$ cat config.mk
export PLATFORM = sky130hd
export DESIGN_NAME = pc_gen
export DESIGN_NICKNAME = d
export VERILOG_FILES = /design/src/rtl/pc_pkg.sv /design/src/rtl/pc_incr.sv /design/src/rtl/pc_gen.sv
export SDC_FILE = /design/constraint.sdc
export NUM_CORES = 1
export LEC_CHECK = 0
export ABC_AREA = 0
export CAP_MARGIN = 10
export CORE_MARGIN = 3
export CORE_UTILIZATION = 46
export DETAILED_ROUTE_END_ITERATION = 10
export DONT_BUFFER_PORTS = 1
export HOLD_SLACK_MARGIN = 0.02
export PLACE_DENSITY = 0.63
export RECOVER_POWER = 50
export SETUP_SLACK_MARGIN = 0.5
export SLEW_MARGIN = 20
export SYNTH_ARGS = -nofsm -noshare
export SYNTH_HDL_FRONTEND = slang
export SYNTH_SLANG_ARGS = --single-unit
$ cat constraint.sdc
create_clock -name clk -period 5.4 [get_ports clk]
set_clock_uncertainty 0.1 [all_clocks]
set_input_delay 0.81 -clock clk [delete_from_list [all_inputs] [get_ports clk]]
set_output_delay 0.81 -clock clk [all_outputs]
set_load 0.005 [all_outputs]
$ cat src/rtl/pc_pkg.sv
// Shared types, defaults and helpers for the program-counter generator.
package pc_pkg;

  localparam int unsigned DEFAULT_XLEN = 32;
  localparam int unsigned DEFAULT_STEP = 4;

  typedef enum logic [1:0] {
    BOOT = 2'd0,
    RUN  = 2'd1,
    HALT = 2'd2
  } pc_state_e;

  // True when the low align_bits bits of addr are all zero (supports XLEN up to 64).
  function automatic logic is_aligned(input logic [63:0] addr, input int unsigned align_bits);
    logic [63:0] mask;
    mask = (64'd1 << align_bits) - 64'd1;
    return (addr & mask) == '0;
  endfunction

endpackage

$ cat src/rtl/pc_incr.sv
// Combinational PC + STEP, modulo 2^XLEN.
module pc_incr #(
  parameter int unsigned XLEN = 32,
  parameter int unsigned STEP = 4
) (
  input  logic [XLEN-1:0] pc,
  output logic [XLEN-1:0] pc_next
);

  // Sequential successor; carry out of the top bit is dropped.
  always_comb begin
    pc_next = pc + XLEN'(STEP);
  end

endmodule

$ cat src/rtl/pc_gen.sv
// Program-counter generator: holds the architectural PC, offers it to fetch
// over valid/ready, advances by STEP, takes redirects, halts on misalignment.
module pc_gen
  import pc_pkg::*;
#(
  parameter int unsigned          XLEN         = DEFAULT_XLEN,
  parameter logic [XLEN-1:0]      RESET_VECTOR = '0,
  parameter int unsigned          STEP         = DEFAULT_STEP,
  parameter int unsigned          ALIGN_BITS   = 2
) (
  input  logic            clk,
  input  logic            reset,
  input  logic            stall_i,
  input  logic            redirect_valid_i,
  input  logic [XLEN-1:0] redirect_target_i,
  input  logic            fetch_ready_i,
  output logic            fetch_valid_o,
  output logic [XLEN-1:0] pc_o,
  output logic [XLEN-1:0] pc_plus_step_o,
  output logic            misalign_o,
  output logic            halted_o
);

  // Elaboration-time parameter sanity checks.
  if (!is_aligned(64'(RESET_VECTOR), ALIGN_BITS)) begin : g_bad_reset_vector
    $error("pc_gen: RESET_VECTOR is not aligned to ALIGN_BITS");
  end
  if (((STEP & (STEP - 1)) != 0) || (STEP < (32'd1 << ALIGN_BITS))) begin : g_bad_step
    $error("pc_gen: STEP must be a power of two and at least 2**ALIGN_BITS");
  end

  pc_state_e       state;
  pc_state_e       state_next;
  logic            fire;
  logic            target_aligned;
  logic [XLEN-1:0] pc_inc;

  pc_incr #(
    .XLEN (XLEN),
    .STEP (STEP)
  ) u_incr (
    .pc      (pc_o),
    .pc_next (pc_inc)
  );

  assign pc_plus_step_o = pc_inc;
  assign target_aligned = is_aligned(64'(redirect_target_i), ALIGN_BITS);
  assign fire           = fetch_valid_o & fetch_ready_i & ~stall_i;

  // State register.
  always_ff @(posedge clk or posedge reset) begin
    if (reset) begin
      state <= BOOT;
    end else begin
      state <= state_next;
    end
  end

  // Next-state: BOOT lasts one cycle; a misaligned redirect in BOOT/RUN halts.
  always_comb begin
    state_next = state;
    case (state)
      BOOT:    state_next = RUN;
      RUN:     state_next = RUN;
      HALT:    state_next = HALT;
      default: state_next = HALT;
    endcase
    if ((state != HALT) && redirect_valid_i && !target_aligned) begin
      state_next = HALT;
    end
  end

  // State-decoded outputs.
  always_comb begin
    fetch_valid_o = 1'b0;
    halted_o      = 1'b0;
    case (state)
      RUN:     fetch_valid_o = 1'b1;
      HALT:    halted_o      = 1'b1;
      default: ;
    endcase
  end

  // PC and sticky fault: redirect beats fire; HALT freezes everything.
  always_ff @(posedge clk or posedge reset) begin
    if (reset) begin
      pc_o       <= RESET_VECTOR;
      misalign_o <= 1'b0;
    end else if (state != HALT) begin
      if (redirect_valid_i) begin
        pc_o <= redirect_target_i;
        if (!target_aligned) begin
          misalign_o <= 1'b1;
        end
      end else if (fire) begin
        pc_o <= pc_inc;
      end
    end
  end

endmodule

==> impl_metrics.py, run 1 <==
metrics = {
    "setup_path": {
        "critical_path_arrival_ns": 2.71,
        "endpoint_kind": "output port",
        "reg2regPathDepth": 5,
        "setup.worst_path.start_class": "flip-flop",
        "path_class": "reg -> out",
        "r2r_end": "pc_o[24]",
        "regToRegSetupSlack_ns": 2.67,
        "crit_path_max_fanout": 16,
        "crit_required_ns": 4.49,
        "r2r-start": "pc_o[2]",
    },
    "timing": {
        "period_needed_ns": 3.62,
        "finalSetupTns_ns": 0,
        "finalSetupViolCount": 0,
        "hold_viol": 0,
        "fmax_mhz": 277,
        "fin_crit_sh_pct": 67.0,
        "final-max-slew-violation-count": 36,
        "rsz0062_at_grt": "no",
        "slew_headroom_pct": -36.5,
        "worst_pin_slew_ns": 2.05,
    },
    "clock_tree": {
        "cts_buffer_depth": 2,
        "clock_latency_ns": 0.29,
        "cts_resized": 0,
        "holdBufCountCts": 0,
        "cts_setup_buffers": 0,
        "root_buffer": "clkbuf_8",
        "cts_made_buffers": 5,
        "cts_tree": "built",
        "cts.sinks": 35,
        "cts.htree.levels": 2,
        "clk_pin_slew_ns": 0.08,
    },
    "yosys": {
        "ys_seq_area_share_pct": 31.3,
        "synthMostInstantiatedCell": "dfrtp_1",
        "synth_top_area_share_pct": 31.3,
        "syn_area_sq_um": 2800,
        "synth_commonest_cells": "dfrtp_1, nand2_1, xnor2_1, nor3_1, o21ai_0",
        "yosysUniqueCellTypes": 60,
        "ys_seq_elements": 35,
        "ys.flop_type": "dfrtp_1",
        "syn_inst": 330,
        "syn_nets": 368,
        "yosysTopAreaCell": "dfrtp_1",
        "synth-edff-count": 0,
        "synth_area_leaders": "dfrtp_1, xnor2_1, mux2i_1",
        "async_flop_share_pct": 100,
        "yosys_warnings": 0,
        "avgSynthCellArea_sq_um": 8.48,
    },
    "placed_design": {
        "place.gp.congestion": 0.762,
        "dp_hpwl_um": 5360,
        "place.port_buffers": 0,
    },
    "floorplan": {
        "dieWidth_um": 84.0,
        "dieArea_sq_um": 7050,
        "io_pins": 104,
        "placeableCoreArea_sq_um": 5710,
        "die_h_um": 84.0,
        "start_util_pct": 49.0,
        "rows": 27,
    },
    "final_layout": {
        "register_area_sq_um": 876,
        "num_antenna_cells": 0,
        "utilization_pct": 50.4,
        "drive_gt1_share_pct": 9.03,
        "multi_input_area_sq_um": 1720,
        "final_net_count": 347,
        "fill_cells": 574,
        "area_delta_synth_final_pct": 2.86,
    },
    "drt": {
        "routed_via_density": 6.34,
        "postRouteAntennaNets": 0,
        "vias": 2420,
        "drc_errors": 0,
        "drtIter0Drc": 103,
        "routed_wl_um": 7740,
        "first_pass_iters": 5,
        "wire_per_inst_um": 20.3,
    },
    "outcome": {
        "status": "finished, violations left",
        "violations": "capacitance limit, slew limit",
    },
    "global_route": {
        "grt_util_all_layers_pct": 21.8,
        "overflow": 0,
        "antenna_found_initial": 0,
        "grt_pass1_vias": 2381,
        "grt_max_degree": 68,
        "grt_pass1_wl_um": 12500,
    },
    "job": {
        "maxCapViolCount": 1,
    },
    "power_and_ir_drop": {
        "p_leak_uw": 0.00109,
        "peakVddDrop_v": 0.000204,
        "p_per_area_nw_per_um2": 251,
    },
    "hold_path": {
        "hp-start": "misalign_o",
        "hold_depth": 1,
        "hp-class": "reg -> reg",
        "whs_endpoint": "misalign_o",
    },
}
[cell type report]
cell class,count,area share (%)
Clock inverter,2,1.22
Tap cell,72,3.13
Clock buffer,6,2.87
Sequential cell,35,30.4
Timing Repair Buffer,2,0.391
Inverter,18,2.35
Multi-Input combinational cell,247,59.6
[worst max-delay path: stages (launching register included)]
cell and delay, ns:
dfrtp_1 0.45, ha_1 0.32, nand4_2 0.29, nor4_4 0.85, nand3_1 0.24, xnor2_1 0.24
[metrics by stage]
step	instance area, sq um	total power, uW	std cells	hold slack [ns]	setup slack [ns]
after global routing	2880	761	382	0.441	1.55
after floorplan	2800	458	330	0.368	2.69
final	2880	722	382	0.411	1.78
after CTS	2880	730	382	0.418	1.81
after global placement	2760	473	374	0.395	2.22
after detailed placement	2760	476	374	0.401	2.15
[cells in the final DEF (no fill, tap or decap), types with 2 or more instances in the layout]
cell type | synthesis | final
dfrtp_1 | 35 | 35
nand2_1 | 29 | 29
xnor2_1 | 19 | 19
nor3_1 | 18 | 18
o21ai_0 | 18 | 18
inv_1 | 17 | 17
nand3_1 | 17 | 17
nand4_1 | 11 | 11
mux2i_1 | 11 | 11
nor2_1 | 10 | 10
o211ai_1 | 9 | 9
and4_1 | 8 | 8
a21oi_1 | 8 | 8
xor2_1 | 8 | 8
a211o_1 | 6 | 6
and2_1 | 6 | 6
mux2_2 | 6 | 6
clkbuf_8 | 0 | 6
or3_1 | 5 | 5
a22oi_1 | 5 | 5
o2bb2ai_1 | 4 | 4
and3_1 | 3 | 3
a311o_1 | 3 | 3
nor4_1 | 3 | 3
nand4_2 | 2 | 2
nor4_4 | 2 | 2
nand2b_1 | 2 | 2
a41oi_1 | 2 | 2
a311oi_1 | 2 | 2
o22ai_1 | 2 | 2
o21a_1 | 2 | 2
a2bb2oi_1 | 2 | 2
nor2b_1 | 2 | 2
o311ai_0 | 2 | 2
[metal layers]
| layer | vias to the layer above | share of wire (%) | track usage (%) |
|---|---|---|---|
| met2 | 81 | 49 | 35.6 |
| met5 | - | 0 | 0 |
| li1 | 1162 | - | - |
| met3 | 9 | 7.6 | 6.12 |
| met1 | 1168 | 42 | 28.1 |
| met4 | 0 | 1.0 | 6.29 |
[sequential cells by signal, indices dropped and copies added (netlist names)]
| register | cells |
|---|---|
| state | 2 |
| misalign_o | 1 |
| pc_o | 32 |
[how the worst max path moves through the flow]
stage                        from                  to  slack (ns)  depth (start not counted)
final                     pc_o[2]  pc_plus_step_o[30]        1.78                          5
after global routing      pc_o[3]  pc_plus_step_o[30]        1.55                          5
after CTS                 pc_o[2]  pc_plus_step_o[30]        1.81                          5
after detailed placement  pc_o[3]  pc_plus_step_o[30]        2.15                          5
after global placement    pc_o[2]  pc_plus_step_o[30]        2.22                          5
after floorplan           pc_o[3]  pc_plus_step_o[28]        2.69                          6
[report_power, final]
part	internal, uW	switching, uW
sequential	288	57.1
combinational	53.1	71.1
clock	149	104
[cells by family after synthesis]
logic type                 Yosys count  share of synthesized area, %
adders and majority gates            1                         0.447
AOI/OAI and AO/OA                   74                          18.9
buffers and inverters               48                          7.51
DFF                                 35                          31.3
xor gates and xnor gates            27                          8.45
and+or+nand+nor                    128                          27.0
muxes                               17                          6.35
Note: power is estimated with default switching activity, not from simulation.
==> run 2, diff against run 1 <==
==> constraint.sdc (replaced) <==
create_clock -name clk -period 3.38 [get_ports clk]
set_clock_uncertainty 0.1 [all_clocks]
set_input_delay 0.507 -clock clk [delete_from_list [all_inputs] [get_ports clk]]
set_output_delay 0.507 -clock clk [all_outputs]
set_load 0.005 [all_outputs]
==> impl_metrics.py, run 2 (synthesis results as in run 1) <==
metrics = {
    "setup_path": {
        "crit_path_max_fanout": 10,
        "critical-path-max-stage-delay_ns": 0.55,
        "crit_required_ns": 2.77,
        "critPathTopFamily": "simple AND/OR/NAND/NOR gates",
        "cpMostUsedCell": "and4_1",
        "critPathBufInv": 0,
        "crit_chain": "and4_1 > and4_1 > and4_1 > xor2_1",
        "setup.worst_path.start_class": "flip-flop",
        "endpoint_kind": "output port",
        "regToRegSetupSlack_ns": 1.29,
        "critical_path_arrival_ns": 2.14,
        "r2r-start": "pc_o[19]",
        "startpoint": "pc_o[19]",
        "path_class": "reg -> out",
        "slowest_stage": "dfrtp_1",
    },
    "global_route": {
        "grt_pass1_wl_um": 12600,
        "grt_max_degree": 68,
        "grt_pass1_vias": 2376,
        "overflow": 0,
        "grt_util_all_layers_pct": 21.7,
        "antenna_found_initial": 0,
    },
    "power_and_ir_drop": {
        "clkPwrFrac_pct": 34.6,
        "pwr-share-comb_pct": 17.6,
        "switching_share_pct": 32.0,
        "p_seq_share_pct": 47.8,
        "peakVddDrop_v": 0.000274,
        "netSwitchingPower_uw": 370,
        "p_per_area_nw_per_um2": 392,
        "internal-power_uw": 786,
        "p_leak_uw": 0.00112,
    },
    "final_layout": {
        "final_net_count": 355,
        "final_common_cell": "dfrtp_1",
        "regMostFlops": "pc_o",
        "top_regs": "pc_o: 32 flops, state: 2 flops, misalign_o: 1 flops",
        "largest_register_ffs": 32,
        "fill_cells": 562,
        "drive_gt1_share_pct": 11.6,
        "layout_common_cells": "dfrtp_1, nand2_1, xnor2_1",
        "area_delta_synth_final_pct": 5.41,
        "num_antenna_cells": 0,
    },
    "drt": {
        "routed_via_density": 6.40,
        "vias": 2495,
        "postRouteAntennaNets": 0,
        "first_pass_iters": 4,
        "routed_wl_um": 7780,
        "drtIter0Drc": 177,
        "wire_per_inst_um": 19.9,
        "drc_errors": 0,
    },
    "placed_design": {
        "place.gp.congestion": 0.822,
        "place.port_buffers": 0,
        "pre_cts_ws_ns": 0.515,
        "dp_hpwl_um": 5470,
    },
    "floorplan": {
        "placeableCoreArea_sq_um": 5710,
        "io_pins": 104,
        "start_util_pct": 49.0,
        "dieArea_sq_um": 7050,
        "die_h_um": 84.0,
        "dieWidth_um": 84.0,
        "rows": 27,
    },
    "timing": {
        "period_needed_ns": 2.75,
        "fmax_mhz": 364,
        "finalSetupTns_ns": 0,
        "fin_crit_sh_pct": 81.3,
        "finalSetupViolCount": 0,
        "rsz0062_at_grt": "no",
        "slew_headroom_pct": 31.4,
        "worst_pin_slew_ns": 1.03,
        "hold_viol": 0,
        "final-max-slew-violation-count": 0,
        "layout_setup_ws_ns": 0.633,
    },
    "clock_tree": {
        "cts.sinks": 35,
        "cts_tree": "built",
        "cts_buffer_depth": 2,
        "cts.htree.levels": 2,
        "clk_pin_slew_ns": 0.07,
        "root_buffer": "clkbuf_8",
        "cts_made_buffers": 5,
        "clock_latency_ns": 0.29,
    },
    "outcome": {
        "status": "completed",
    },
    "hold_path": {
        "hp-class": "in -> async",
    },
    "job": {
        "maxCapViolCount": 0,
    },
}
==> run 2: cell count changes in the layout (fill, tap and decap cells not counted) <==
cell     change
nand4_4      +1
nand4_2      -1
ha_2         +1
buf_4        +8
ha_1         -1
==> run 2: worst reg2reg max path: cells and delay by family (launching register included) <==
kind / cells / cell delay (ns)
DFF: 1 / 0.55
and+or+nand+nor: 3 / 1.18
AOI/OAI and AO/OA: 1 / 0.14
==> run 2: layer usage <==
| layer | vias to the layer above | global-route usage [%] | routed length, um |
|---|---|---|---|
| met4 | 0 | 5.12 | 83 |
| met3 | 8 | 7.40 | 611 |
| met2 | 99 | 34.7 | 3700 |
| met5 | - | 0 | 0 |
| li1 | 1184 | - | - |
| met1 | 1204 | 28.3 | 3380 |
==> run 2: power groups by stage <==
stage               clock network, uW  logic (uW)  registers, uW
floorplan                           0         218            514
CTS                               410         203            550
finish                            400         203            553
global route                      433         229            565
global placement                    0         199            557
detailed placement                  0         202            559
==> run 2: area by class of cell <==
class,count,area (sq um),area share [%]
clock buffer,6,82.6,2.80
tap,72,90.1,3.05
inverter,18,67.6,2.29
sequential,35,876,29.7
timing repair buffer,10,71.3,2.42
clock inverter,2,35.0,1.19
multi-input combinational,247,1730,58.5
==> run 2: metrics by stage <==
stage / cell area, sq um / cells / hold WS [ns] / utilization [%] / total power (uW)
3_5_place_dp: 2790 / 378 / 0.408 / 48.9 / 760
4_1_cts: 2930 / 389 / 0.262 / 51.4 / 1160
6_report: 2950 / 390 / 0.250 / 51.7 / 1160
5_1_grt: 2950 / 390 / 0.250 / 51.7 / 1230
3_3_place_gp: 2790 / 378 / 0.411 / 48.9 / 756
2_1_floorplan: 2800 / 330 / 0.368 / - / 732
==> run 2: timing repair <==
item	4_1_cts	5_1_grt
pin swaps	1	1
hold buffers	0	0
resized for setup	0	2
buffers inserted	3	1
endpoints found under the setup margin	7	5
==> run 2: worst paths after layout <==
check / to / depth (start not counted)
worst max-delay path: pc_plus_step_o[27] / 4
worst min-delay path: pc_o[4] / 1
worst max register to register: pc_o[29] / 4
worst min register to register: misalign_o / 1
max in group asynchronous: pc_o[25] / 2
min in group clk: pc_o[1] / 1
